<file path="src/rtl/axil_default_slave.sv">
// Decode-miss AXI-Lite slave: completes every write/read with a DECERR response,
// keeps saturating error counters and records the last offending address.
module axil_default_slave #(
  parameter int                        AXI_ADDR_WIDTH = 32,
  parameter int                        AXI_DATA_WIDTH = 32,
  parameter logic [AXI_DATA_WIDTH-1:0] RDATA_PATTERN  = 32'hDEAD_BEEF,
  parameter logic [1:0]                RESP_CODE      = 2'b11,
  parameter int                        CNT_WIDTH      = 16
) (
  input  logic                          aclk,
  input  logic                          aresetn,
  input  logic [AXI_ADDR_WIDTH-1:0]     s_axil_awaddr,
  input  logic                          s_axil_awvalid,
  output logic                          s_axil_awready,
  input  logic [AXI_DATA_WIDTH-1:0]     s_axil_wdata,
  input  logic [AXI_DATA_WIDTH/8-1:0]   s_axil_wstrb,
  input  logic                          s_axil_wvalid,
  output logic                          s_axil_wready,
  output logic [1:0]                    s_axil_bresp,
  output logic                          s_axil_bvalid,
  input  logic                          s_axil_bready,
  input  logic [AXI_ADDR_WIDTH-1:0]     s_axil_araddr,
  input  logic                          s_axil_arvalid,
  output logic                          s_axil_arready,
  output logic [AXI_DATA_WIDTH-1:0]     s_axil_rdata,
  output logic [1:0]                    s_axil_rresp,
  output logic                          s_axil_rvalid,
  input  logic                          s_axil_rready,
  output logic [CNT_WIDTH-1:0]          err_wr_cnt,
  output logic [CNT_WIDTH-1:0]          err_rd_cnt,
  output logic [AXI_ADDR_WIDTH-1:0]     last_err_addr
);

  // state    | meaning
  // W_IDLE   | collecting AW and W phases, either order
  // W_RESP   | DECERR on B, waiting for bready
  // R_IDLE   | arready high, waiting for AR
  // R_RESP   | DECERR + pattern on R, waiting for rready
  typedef enum logic {W_IDLE, W_RESP} w_state_t;
  typedef enum logic {R_IDLE, R_RESP} r_state_t;

  w_state_t w_state_q, w_state_d;
  r_state_t r_state_q, r_state_d;

  logic                      aw_done_q, aw_done_d, w_done_q, w_done_d;
  logic                      awready_q, awready_d, wready_q, wready_d;
  logic                      bvalid_q, bvalid_d;
  logic [1:0]                bresp_q, bresp_d;
  logic                      arready_q, arready_d, rvalid_q, rvalid_d;
  logic [AXI_DATA_WIDTH-1:0] rdata_q, rdata_d;
  logic [1:0]                rresp_q, rresp_d;
  logic [CNT_WIDTH-1:0]      wr_cnt_q, wr_cnt_d, rd_cnt_q, rd_cnt_d;
  logic [AXI_ADDR_WIDTH-1:0] last_addr_q, last_addr_d;

  logic aw_hs, w_hs, ar_hs, aw_seen, w_seen;
  logic unused_wdata;

  // Write payload is intentionally discarded.
  assign unused_wdata = ^{s_axil_wdata, s_axil_wstrb};

  assign aw_hs   = s_axil_awvalid & awready_q;
  assign w_hs    = s_axil_wvalid  & wready_q;
  assign ar_hs   = s_axil_arvalid & arready_q;
  assign aw_seen = aw_done_q | aw_hs;
  assign w_seen  = w_done_q  | w_hs;

  always_comb begin
    w_state_d = w_state_q;
    aw_done_d = aw_done_q;
    w_done_d  = w_done_q;
    awready_d = awready_q;
    wready_d  = wready_q;
    bvalid_d  = bvalid_q;
    bresp_d   = bresp_q;
    wr_cnt_d  = wr_cnt_q;
    case (w_state_q)
      W_IDLE: begin
        aw_done_d = aw_seen;
        w_done_d  = w_seen;
        if (aw_seen && w_seen) begin
          w_state_d = W_RESP;
          bvalid_d  = 1'b1;
          bresp_d   = RESP_CODE;
          awready_d = 1'b0;
          wready_d  = 1'b0;
        end else begin
          awready_d = !aw_seen;
          wready_d  = !w_seen;
        end
      end
      W_RESP: begin
        if (s_axil_bready) begin
          w_state_d = W_IDLE;
          bvalid_d  = 1'b0;
          bresp_d   = 2'b00;
          aw_done_d = 1'b0;
          w_done_d  = 1'b0;
          awready_d = 1'b1;
          wready_d  = 1'b1;
          if (wr_cnt_q != {CNT_WIDTH{1'b1}}) wr_cnt_d = wr_cnt_q + CNT_WIDTH'(1);
        end
      end
      default: w_state_d = W_IDLE;
    endcase
  end

  always_comb begin
    r_state_d = r_state_q;
    arready_d = arready_q;
    rvalid_d  = rvalid_q;
    rdata_d   = rdata_q;
    rresp_d   = rresp_q;
    rd_cnt_d  = rd_cnt_q;
    case (r_state_q)
      R_IDLE: begin
        arready_d = 1'b1;
        if (ar_hs) begin
          r_state_d = R_RESP;
          arready_d = 1'b0;
          rvalid_d  = 1'b1;
          rdata_d   = RDATA_PATTERN;
          rresp_d   = RESP_CODE;
        end
      end
      R_RESP: begin
        if (s_axil_rready) begin
          r_state_d = R_IDLE;
          arready_d = 1'b1;
          rvalid_d  = 1'b0;
          rdata_d   = '0;
          rresp_d   = 2'b00;
          if (rd_cnt_q != {CNT_WIDTH{1'b1}}) rd_cnt_d = rd_cnt_q + CNT_WIDTH'(1);
        end
      end
      default: r_state_d = R_IDLE;
    endcase
  end

  // Write address takes priority when both channels handshake together.
  always_comb begin
    last_addr_d = last_addr_q;
    if (aw_hs)      last_addr_d = s_axil_awaddr;
    else if (ar_hs) last_addr_d = s_axil_araddr;
  end

  always_ff @(posedge aclk) begin
    if (!aresetn) begin
      w_state_q   <= W_IDLE;
      r_state_q   <= R_IDLE;
      aw_done_q   <= 1'b0;
      w_done_q    <= 1'b0;
      awready_q   <= 1'b0;
      wready_q    <= 1'b0;
      bvalid_q    <= 1'b0;
      bresp_q     <= 2'b00;
      arready_q   <= 1'b0;
      rvalid_q    <= 1'b0;
      rdata_q     <= '0;
      rresp_q     <= 2'b00;
      wr_cnt_q    <= '0;
      rd_cnt_q    <= '0;
      last_addr_q <= '0;
    end else begin
      w_state_q   <= w_state_d;
      r_state_q   <= r_state_d;
      aw_done_q   <= aw_done_d;
      w_done_q    <= w_done_d;
      awready_q   <= awready_d;
      wready_q    <= wready_d;
      bvalid_q    <= bvalid_d;
      bresp_q     <= bresp_d;
      arready_q   <= arready_d;
      rvalid_q    <= rvalid_d;
      rdata_q     <= rdata_d;
      rresp_q     <= rresp_d;
      wr_cnt_q    <= wr_cnt_d;
      rd_cnt_q    <= rd_cnt_d;
      last_addr_q <= last_addr_d;
    end
  end

  assign s_axil_awready = awready_q;
  assign s_axil_wready  = wready_q;
  assign s_axil_bvalid  = bvalid_q;
  assign s_axil_bresp   = bresp_q;
  assign s_axil_arready = arready_q;
  assign s_axil_rvalid  = rvalid_q;
  assign s_axil_rdata   = rdata_q;
  assign s_axil_rresp   = rresp_q;
  assign err_wr_cnt     = wr_cnt_q;
  assign err_rd_cnt     = rd_cnt_q;
  assign last_err_addr  = last_addr_q;

endmodule

</file>
<file path="config.mk">
export PLATFORM = sky130hd
export DESIGN_NAME = axil_default_slave
export DESIGN_NICKNAME = d
export VERILOG_FILES = /design/src/rtl/axil_default_slave.sv
export SDC_FILE = /design/constraint.sdc
export NUM_CORES = 1
export LEC_CHECK = 0
export BUFFER_PORTS_ARGS = -buffer_cell sky130_fd_sc_hd__buf_2
export CAP_MARGIN = 0
export CORE_MARGIN = 1
export CORE_UTILIZATION = 30
export DETAILED_ROUTE_END_ITERATION = 7
export GPL_ROUTABILITY_DRIVEN = 1
export PLACE_DENSITY = 0.65
export SYNTH_ARGS = -nofsm -noshare
export SYNTH_HDL_FRONTEND = slang
export SYNTH_SLANG_ARGS = --single-unit
</file>
<file path="constraint.sdc">
create_clock -name aclk -period 2.3 [get_ports aclk]
set_input_delay 0.345 -clock aclk [delete_from_list [all_inputs] [get_ports aclk]]
set_output_delay 0.345 -clock aclk [all_outputs]
set_load 0.02 [all_outputs]
</file>
# Yosys cells after proc, flatten, opt, wreduce, memory -nomap -nowiden
# Cells that the tools add are included.
[op_classes] addsub=2 n_eq_ne=6 mux=33 bitwise=7 n_reduce_logical=8
[op_table] cell="$mux W32" count=4
[op_table] cell="$pmux W32 S2" count=1
[op_table] cell="$add A16 B1 Y16 const B" count=2
[op_table] cell="$ne A16 B16 Y1 const B" count=2
[op_table] cell="$pmux W1 S2" count=9
[op_table] cell="$mux W1" count=13
[op_table] cell="$mux W2" count=4
[op_table] cell="$ne A2 B2 Y1 const B" count=4
[op_table] cell="$pmux W2 S2" count=2
[op_table] cell="$reduce_and A3 Y1" count=2
[op_table] cell="$reduce_and A2 Y1" count=2
[op_table] cell="$and A1 B1 Y1" count=3
[op_table] cell="$logic_not A1 Y1" count=2
[op_table] cell="$not A1 Y1" count=2
[op_table] cell="$or A1 B1 Y1" count=2
[op_table] cell="$reduce_bool A2 Y1" count=1
[op_table] cell="$logic_and A1 B1 Y1" count=1
[totals] ff_bits=109 out_inout_bits=105

# Depth between registers and ports, before layout
# Gate-level depths: netlist (run 1).
[logic_depth] ltp_word=5 mapped_depth=6 depth_no_buf=5

# Worst setup path before layout (run 1)
# Ideal clock, no wire load.
[synth_path] kind="flip-flop to flip-flop" start="register wr_cnt_q[0], in the netlist err_wr_cnt[0]" end="register wr_cnt_q[6], in the netlist err_wr_cnt[6]" setup_time_ps=70 arrival_time_ps=1740 required_ps=2230 path_slack_ps=490 path_stages_with_launch=7 path_buffers=1 path_cell_list="dfxtp_1 ha_1 and3_1 clkbuf_1 nand2_1 or4_1 a21oi_1"
[synth_via] elab_chain_len=2 word_cells_on_any_way=3 classes_between="1 x add/sub; 1 x eq/ne; 1 x reduce/logical"
[synth_rtl] item="start, declared" line_no="52" rtl="logic [CNT_WIDTH-1:0] wr_cnt_q, wr_cnt_d, rd_cnt_q, rd_cnt_d;"
[synth_rtl] item="start signal, assigned" line_no="176" rtl="wr_cnt_q <= wr_cnt_d;"
[synth_rtl] item="branches (longest 2 deep; another with $add A16 B1 Y16)"
# Parallel ways; which one is timed is not known.
# A chain may end at the register's enable or synchronous reset.

# Worst setup path in the final report (run 1)
[layout_path] start="register rd_cnt_q[0], in the netlist err_rd_cnt[0]" end="register rd_cnt_q[2], in the netlist err_rd_cnt[2]"
[layout_via] elab_chain_len=2 word_cells_on_any_way=3 classes_between="1 x add/sub; 1 x eq/ne; 1 x reduce/logical"
[layout_rtl] item="start, declared" line_no="52"
[layout_rtl] item="start signal, assigned" line_no="177" rtl="rd_cnt_q <= rd_cnt_d;"
[layout_rtl] item="branches (longest 2 deep; another with $add A16 B1 Y16)"
# Parallel ways; which one is timed is not known.

==> summary.txt, run 1 <==
Status
  • Status: completed

Global route
  • Total GRT Usage: between 10% and 20%
  • Vias in the first global route: 3336
  • GRT overflow: 0
  • Largest net degree at the start of global routing: 65
  • Initial antenna violation count: 0
  • First-pass GRT wire length: between 15 and 20 mm

Power and ir drop
  • Total Power: 0.003246 W
  • Pwr dens: about 700 mW/mm^2
  • Static Leak: 2.087 nW
  • Peak VDD IR: 0.0002440 V

Timing
  • Setup TNS: 0 ps
  • Slew @ Worst Pin: 589.0 ps
  • Min Hold Slack: 277.9 ps
  • Hold Fails Final Rpt: 0
  • Minimum clock period: 1819 ps
  • Final Cycle Share: between 70% and 80%
  • Pins over their slew limit: 0
  • Final setup fails: 0
  • Layout Skew: 6.915 ps
  • Worst slew margin: 60.37%
  • RSZ-0062 raised after global routing: no
  • Max Freq: between 500 and 600 MHz
  • Worst setup margin: 481.4 ps

Critical path
  • Kind of critical path: reg -> reg
  • CP top delay family: simple AND/OR/NAND/NOR gates
  • Slowest stage delay, CP: 480 ps
  • Stages on worst setup path: 5
  • Setup crit end: err_rd_cnt[2]
  • Critical path, cell by cell: ha_1 > nand3_1 > nor4_2 > nor2_1 > a311oi_1
  • R2r worst-path depth: 5
  • CP Max Fanout: 5
  • Arr. time, crit path: a little over 2000 ps
  • Worst setup SP type: register
  • Reg-to-Reg Start: err_rd_cnt[0]
  • RR Endpoint: err_rd_cnt[2]
  • CP required: about 2500 ps
  • Worst Setup SP: err_rd_cnt[0]
  • Critical Path Sink Type: register
  • R2r setup slk: ~480 ps
  • CP max stage cell: nor4_2
  • Worst path bufs/invs: 0

Synth
  • Synth area leader: dfxtp_1
  • Top FF cell, synth: dfxtp_1
  • Post-synthesis cell area: 0.003691 mm^2
  • Register area share after synthesis: between 30 and 40%
  • Syn. warnings: 0
  • Mapped Cells: 457
  • Area share of the largest cell type after synthesis: 39.59%
  • Area contributors post-synth: dfxtp_1, a311oi_1, buf_4
  • Number of synthesized flops with an enable pin: 0
  • Yosys cell types: 49
  • FFs w/ async S/R, synth: 0%
  • Avg Inst Size Synth: 8.077 um^2
  • Flops & latches, synth: 73

Route
  • Pre-antenna DRT Iters: 4
  • Via count: 3761
  • DR DRC count: 0
  • Via-to-Cell Ratio: ~5.1
  • Routed Antenna Nets: 0
  • Initial DRC count: 133
  • Final wirelength: 9.706 mm
  • Routed len/inst: 13.15 um

Floorplan
  • Initial core utilization: around 31%
  • # IOs: 212
  • Die area: 0.01275 mm^2
  • # rows: 40
  • DIE WIDTH: 112.9 um
  • Core Footprint: 0.01201 mm^2
  • Die Ht: 112.9 um

Final layout
  • Layout cells sized above 1: 34.35%
  • Area grow syn2layout: 27.69%
  • Filler cell count: 1255
  • Antenna Diode Count: 0
  • Post-route insts no fill: 738
  • Final nets: 695

Placed design
  • HPWL after DPL: 7.030 mm
  • PortBufs: ~170
  • DP Cell Count: 722
  • Gpl congestion: 0.8027
  • Worst slack at placement: roughly 460 ps

Clock network
  • CTS root buffer: clkbuf_16
  • # H-tree levels: 3
  • Clk Latency, worst-skew pair: about 330 ps
  • Cts bufs inserted: 9
  • CTS max path bufs: 2
  • CTS sink count: 73
  • Post-CTS sizing: 0
  • Post-CTS Setup Bufs: 0
  • CTS tree: yes
  • Post-CTS Hold Fix Bufs: 0
  • Clock transition at path regs: 60 ps

Flow run
  • MaxCap Viol Count: 0

Worst hold path
  • Worst min path class: in -> reg
[worst register-to-register path, delay by kind of cell (launching register included)]
family / cells / cell delay, ps
flops: 1 / 380
fa+ha+maj: 1 / 230
compound gates: 1 / 280
simple gates: 3 / 840
[where the power goes]
group          switching, W  leakage [nW]  internal, W
Clock              0.000526         0.133     0.000728
Combinational      0.000380          1.36     0.000216
Sequential        0.0000528         0.597      0.00134
[cells in the mapped netlist, drive strengths merged (2+ instances only)]
cell    instances
o311ai          2
a211oi          2
and2            2
or3             9
nand4           7
inv             5
nand2          66
or4             5
o31ai           5
dfxtp          73
o221a           2
mux2i          13
and3            4
clkbuf         23
ha              2
nor2           43
o41ai           2
o21ai           9
a311oi         33
buf            42
nor4           10
nand3          44
nand2b         10
a21oi          25
nor3            5
[routing by layer]
| metal | track usage (%) | wire [um] | vias to the layer above |
|---|---|---|---|
| met5 | 0 | 0 | - |
| li1 | - | - | 1878 |
| met2 | 25.72 | 4650 | 133 |
| met4 | 8.333 | 228 | 0 |
| met1 | 18.31 | 4376 | 1734 |
| met3 | 2.839 | 451 | 16 |
[logic make-up after synthesis]
family,after synthesis,synth area share [%]
buffers and inverters,70,10.92
adders and majority gates,2,0.6779
AOI/OAI and AO/OA,86,16.98
DFF,73,39.59
xor gates and xnor gates,1,0.2373
and+or+nand+nor,211,27.97
other,1,0.1016
muxes,13,3.525
[metrics by stage]
stage               area, um^2  utilization, %
floorplan                 3717               -
global placement          4448           37.03
detailed placement        4448           37.03
CTS                       4713           39.24
global route              4713           39.24
finish                    4713           39.24
[cell type report]
cell class	instances	area, um^2	area share, %
Clock buffer	11	232.7	4.938
Clock inverter	5	32.53	0.6902
Sequential cell	73	1461	31.01
Multi-Input combinational cell	321	1856	39.37
Inverter	5	18.77	0.3982
Timing Repair Buffer	176	928.4	19.70
Tap cell	147	183.9	3.902
[worst min-delay path by stage]
stage,to,slack (ps),cells after the start,from
floorplan,w_done_q,460,2,w_done_q
global placement,w_done_q,470,2,w_done_q
detailed placement,w_done_q,480,2,w_done_q
CTS,last_err_addr[20],270,3,s_axil_araddr[20]
global route,last_err_addr[14],280,3,s_axil_araddr[14]
finish,last_err_addr[25],280,3,s_axil_araddr[25]
[flip-flops by register name, summed over array words and instances, names as in the netlist]
register        count
w_state_q           1
w_done_q            1
s_axil_rresp        1
last_err_addr      32
aw_done_q           1
s_axil_wready       1
err_rd_cnt         16
s_axil_arready      1
r_state_q           1
s_axil_awready      1
s_axil_bresp        1
err_wr_cnt         16
[placed cells by master (no fill, tap or decap), types with 2 or more instances in the layout]
master / n
nor4_1: 9
a21oi_1: 25
nand2_2: 2
nand2b_1: 10
o21ai_0: 9
nand4_1: 6
or4_1: 5
inv_1: 4
or3_1: 6
a211oi_1: 2
buf_12: 2
clkbuf_1: 2
ha_1: 2
or3_2: 2
conb_1: 8
buf_2: 167
nor2_1: 43
nand3_1: 43
nor3_1: 5
clkbuf_16: 9
clkinv_2: 3
a311oi_1: 33
mux2i_1: 13
o31ai_1: 5
buf_4: 7
nand2_1: 64
dfxtp_1: 73
o221a_2: 2
and3_1: 4
o41ai_1: 2
clkinv_4: 2
No activity file was read; power rests on OpenSTA's default activity.
==> run 2: changes to the inputs <==
--- a/config.mk
+++ b/config.mk
@@ -11,7 +11,7 @@
 export CORE_UTILIZATION = 30
 export DETAILED_ROUTE_END_ITERATION = 7
 export GPL_ROUTABILITY_DRIVEN = 1
-export PLACE_DENSITY = 0.65
+export PLACE_DENSITY = 0.68
 export SYNTH_ARGS = -nofsm -noshare
 export SYNTH_HDL_FRONTEND = slang
 export SYNTH_SLANG_ARGS = --single-unit
==> constraint.sdc (replaced) <==
create_clock -name aclk -period 1.6 [get_ports aclk]
set_input_delay 0.24 -clock aclk [delete_from_list [all_inputs] [get_ports aclk]]
set_output_delay 0.24 -clock aclk [all_outputs]
set_load 0.02 [all_outputs]
==> run 2 against run 1 <==
Net effect:
- clock power rose by 94%
- highest routed layer unchanged
- global-route usage rose by 1.0 points
- clock skew barely moved
- flip-flop and latch count did not move
- via count rose by 3.6%
- routed wire length rose by 7.9%
- die area did not move
- cell count rose by 4.6%
- total power rose by 63%
- sequential power rose by 42%
- critical path type unchanged
- critical endpoint is now err_wr_cnt[11]
==> summary.txt, run 2 (same netlist as run 1, synthesis figures left out) <==
Final layout
  • Area grow syn2layout: 43.63%
  • Post-route insts no fill: 772
  • Commonest non-fill, non-tap cell in the layout: buf_2
  • Final nets: 729
  • Antenna Diode Count: 0
  • Max reg flops: 32
  • Most frequent cells in the layout: buf_2, nand2_1, dfxtp_1
  • Layout cells sized above 1: 46.40%

Route
  • Routed Antenna Nets: 0
  • Via count: 3895
  • DR DRC count: 0
  • Routed len/inst: 13.56 um
  • Pre-antenna DRT Iters: 4
  • Final wirelength: 10.47 mm
  • Via-to-Cell Ratio: 5.045
  • Initial DRC count: 176

Timing
  • Minimum clock period: 1554 ps
  • RSZ-0062 raised after global routing: yes
  • Setup TNS: 0 ps
  • Max Freq: 643.6 MHz
  • Layout Skew: around 6.9 ps
  • Hold Fails Final Rpt: 0
  • Final setup fails: 0
  • Final Cycle Share: 97.10%
  • Pins over their slew limit: 0

Critical path
  • CP Max Fanout: 5
  • Arr. time, crit path: 1820 ps
  • CP required: between 1500 and 2000 ps
  • Worst setup SP type: register
  • Kind of critical path: reg -> reg
  • Critical Path Sink Type: register

Clock network
  • Post-CTS Hold Fix Bufs: 0
  • # H-tree levels: 3
  • CTS sink count: 73
  • CTS root buffer: clkbuf_16
  • Cts bufs inserted: 9
  • CTS tree: yes
  • Clock transition at path regs: 60 ps
  • CTS max path bufs: 2
  • Clk Latency, worst-skew pair: 340 ps

Global route
  • Largest net degree at the start of global routing: 65
  • First-pass GRT wire length: around 17 mm
  • Total GRT Usage: 16.26%
  • Vias in the first global route: 3488
  • GRT overflow: 0
  • Initial antenna violation count: 0

Flow run
  • MaxCap Viol Count: 0

Power and ir drop
  • Peak VDD IR: 0.0004686 V
  • Pwr dens: 997.9 mW/mm^2
  • Static Leak: 2.352 nW

Floorplan
  • Initial core utilization: 30.73%
  • Die area: around 0.013 mm^2
  • # IOs: 212
  • DIE WIDTH: 112.9 um
  • Die Ht: 112.9 um
  • # rows: 40
  • Core Footprint: around 0.012 mm^2

Placed design
  • PortBufs: between 150 and 200
  • Gpl congestion: 0.8333
  • DP Cell Count: between 700 and 800
  • HPWL after DPL: 7.612 mm

Worst hold path
  • Worst min path class: in -> reg

Status
  • Status: completed
-- run 2: cell types whose count changed in the layout (fill, tap and decap cells not counted), sizes merged --
cell / change
clkinvlp: +1
buf: +34
clkbuf: +1
bufinv: +3
clkinv: -5
-- run 2: path summary, 6_finish.rpt --
path                                         end  cells past startpoint  slack (ps)              from
worst max-delay path              err_wr_cnt[11]                      4          50     err_wr_cnt[1]
worst min-delay path            last_err_addr[2]                      3         170  s_axil_araddr[2]
worst max register to register    err_wr_cnt[11]                      4          50     err_wr_cnt[1]
worst min register to register    err_rd_cnt[11]                      2         480    err_rd_cnt[11]
-- run 2: report_power, final --
part,leakage [nW],total (W),switching [W],internal [W]
clock,0.175,0.00242,0.000771,0.00165
sequential,0.612,0.00199,0.0000719,0.00192
combinational,1.56,0.000876,0.000558,0.000318
total,2.35,0.00529,0.00140,0.00389
-- run 2: stage by stage --
stage               hold slack [ps]  setup WS (ps)  instance area [um^2]  utilization [%]  total power (W)
floorplan                     384.3         -5.358                  3797                -         0.002647
global placement              466.7          22.37                  4760            39.63         0.002893
detailed placement            473.2         -2.507                  4760            39.63         0.002914
CTS                           152.4          8.065                  5146            42.84         0.005354
global route                  169.5         -17.54                  5301            44.14         0.005519
finish                        168.7          46.36                  5301            44.14         0.005290
-- run 2: layout make-up --
class                           count  area (um^2)
Tap cell                          147        183.9
Inverter                            5        18.77
Fill cell                        1177         6710
Clock buffer                       12        266.5
Clock inverter                      4        97.59
Sequential cell                    73         1509
Timing Repair Buffer              210         1184
Multi-Input combinational cell    321         2042
-- run 2: worst max-delay path: stages (launching register included) --
cell and delay [ps]:
dfxtp_4 390, nand4_4 120, or3_4 370, or4_1 470, a21oi_1 140
-- run 2: layer usage --
| metal | up-vias | track usage (%) | wire, um |
|---|---|---|---|
| met5 | - | 0 | 0 |
| met2 | 136 | 27.98 | 5216 |
| met3 | 14 | 3.696 | 555 |
| met1 | 1806 | 19.16 | 4502 |
| met4 | 0 | 7.807 | 197 |
| li1 | 1939 | - | - |
-- run 2: what timing repair did --
action / CTS / global route
setup endpoints to repair: 30 / 26
setup buffers: 0 / 3
pin swaps: 0 / 6
endpoints found under the hold margin: 0 / 0
resized for setup: 5 / 24
==> run 3: changes to the inputs <==
--- a/config.mk
+++ b/config.mk
@@ -9,6 +9,7 @@
 export CAP_MARGIN = 0
 export CORE_MARGIN = 1
 export CORE_UTILIZATION = 30
+export CTS_BUF_LIST = sky130_fd_sc_hd__clkbuf_4 sky130_fd_sc_hd__clkbuf_8
 export DETAILED_ROUTE_END_ITERATION = 7
 export GPL_ROUTABILITY_DRIVEN = 1
 export PLACE_DENSITY = 0.68
==> run 3 against run 2 <==
Net effect:
- global-route usage down 0.23 points
- clock skew up 2.6 ps
- die area unchanged
- first-iteration DRC count down 18%
==> summary.txt, run 3 (same netlist as run 1, synthesis figures left out) <==
Critical path
  • Critical path, cell by cell: nand4_4 > or3_4 > or4_1 > a21oi_1
  • Slowest stage delay, CP: 470 ps
  • CP max stage cell: or4_1
  • Reg-to-Reg Start: err_wr_cnt[0]
  • R2r setup slk: between 6 and 7 ps
  • CP required: 1880 ps
  • Critical Path Sink Type: register
  • Kind of critical path: reg -> reg
  • Worst setup SP type: register
  • RR Endpoint: err_wr_cnt[11]
  • CP Max Fanout: 5
  • Arr. time, crit path: 1880 ps
  • R2r worst-path depth: 4

Placed design
  • HPWL after DPL: 7.612 mm
  • Gpl congestion: about 0.83
  • DP Cell Count: 753
  • PortBufs: 167

Route
  • Final wirelength: 10.46 mm
  • DR DRC count: 0
  • Via-to-Cell Ratio: around 5.1
  • Via count: 3917
  • Initial DRC count: 145
  • Routed Antenna Nets: 0
  • Routed len/inst: ~13 um
  • Pre-antenna DRT Iters: 4

Floorplan
  • Core Footprint: ~0.012 mm^2
  • Die Ht: 112.9 um
  • Initial core utilization: about 30%
  • Die area: roughly 0.013 mm^2
  • DIE WIDTH: 112.9 um
  • # rows: 40
  • # IOs: 212

Timing
  • Setup TNS: 0 ps
  • Layout Skew: 9.515 ps
  • RSZ-0062 raised after global routing: yes
  • Pins over their slew limit: 0
  • Max Freq: 627.5 MHz
  • Hold Fails Final Rpt: 0
  • Final setup fails: 0
  • Minimum clock period: 1594 ps
  • Final Cycle Share: 99.60%

Final layout
  • Most frequent cells in the layout: buf_2, nand2_1, dfxtp_1
  • Final nets: 732
  • Antenna Diode Count: 0
  • Area grow syn2layout: 41.90%
  • Layout cells sized above 1: 46.66%
  • Max reg flops: 32
  • Commonest non-fill, non-tap cell in the layout: buf_2
  • Post-route insts no fill: 775

Worst hold path
  • Worst min path class: in -> reg
  • Hold Path Cell Cnt: 3
  • HP Start: s_axil_araddr[2]
  • Worst hold endpoint: last_err_addr[2]

Global route
  • Vias in the first global route: 3476
  • GRT overflow: 0
  • Largest net degree at the start of global routing: between 60 and 70
  • Initial antenna violation count: 0
  • Total GRT Usage: 16.03%
  • First-pass GRT wire length: 16.46 mm

Clock network
  • CTS root buffer: clkbuf_8
  • # H-tree levels: 3
  • CTS tree: yes
  • CTS max path bufs: 2
  • Cts bufs inserted: 9
  • Clk Latency, worst-skew pair: between 300 and 400 ps
  • Clock transition at path regs: about 80 ps
  • CTS sink count: 73

Power and ir drop
  • Peak VDD IR: between 0.0006 and 0.0007 V
  • Pwr dens: 901.3 mW/mm^2
  • Static Leak: 2.325 nW

Flow run
  • MaxCap Viol Count: 0

Status
  • Status: completed
-- run 3: how the worst max path moves through the flow --
stage	from	end	cells past startpoint
3_5_place_dp	err_rd_cnt[0]	err_rd_cnt[14]	5
6_report	err_wr_cnt[0]	err_wr_cnt[11]	4
5_1_grt	err_wr_cnt[0]	err_wr_cnt[11]	4
3_3_place_gp	err_wr_cnt[0]	err_wr_cnt[11]	6
4_1_cts	err_wr_cnt[8]	err_wr_cnt[15]	4
2_1_floorplan	s_axil_awready	last_err_addr[10]	6
-- run 3: worst max-delay path, delay by kind of cell (launching register included) --
family | cells | cell delay [ps]
AO/OA/AOI/OAI | 1 | 120
flip-flops | 1 | 390
AND/OR/NAND/NOR | 3 | 1020
-- run 3: routing by layer --
layer / part of all wire, % / global-route usage, % / vias up
met3: 5.5 / 4.017 / 10
met5: 0 / 0 / -
li1: - / - / 1941
met2: 50 / 28.02 / 134
met1: 43 / 18.86 / 1832
met4: 1.5 / 6.228 / 0
-- run 3: power by group --
part           switching [W]  internal (W)
logic               0.000560      0.000319
clock network       0.000689       0.00116
registers          0.0000724       0.00192
-- run 3: area by class of cell --
type	count	area [um^2]
Clock buffer	12	165.2
Fill cell	1175	6774
Sequential cell	73	1513
Inverter	5	18.77
Tap cell	147	183.9
Multi-Input combinational cell	321	2053
Timing Repair Buffer	213	1206
Clock inverter	4	97.59
-- run 3: per-stage QoR --
step	total power [W]	hold slack (ps)	util (%)	instance area (um^2)	setup slack (ps)
after CTS	0.004786	124.5	42.00	5045	5.129
after floorplan	0.002647	384.3	-	3797	-5.358
final	0.004721	150.8	43.60	5238	6.331
after global routing	0.004946	137.8	43.60	5238	-51.24
after global placement	0.002893	466.7	39.63	4760	22.37
after detailed placement	0.002914	473.2	39.63	4760	-2.507
-- run 3: timing repair --
action                                  in CTS  in global routing
buffers inserted                             0                  6
hold buffers                                 0                  0
pin swaps                                    0                  9
hold endpoints to repair                     0                  0
gates resized for setup                      5                 28
endpoints found under the setup margin      31                 26
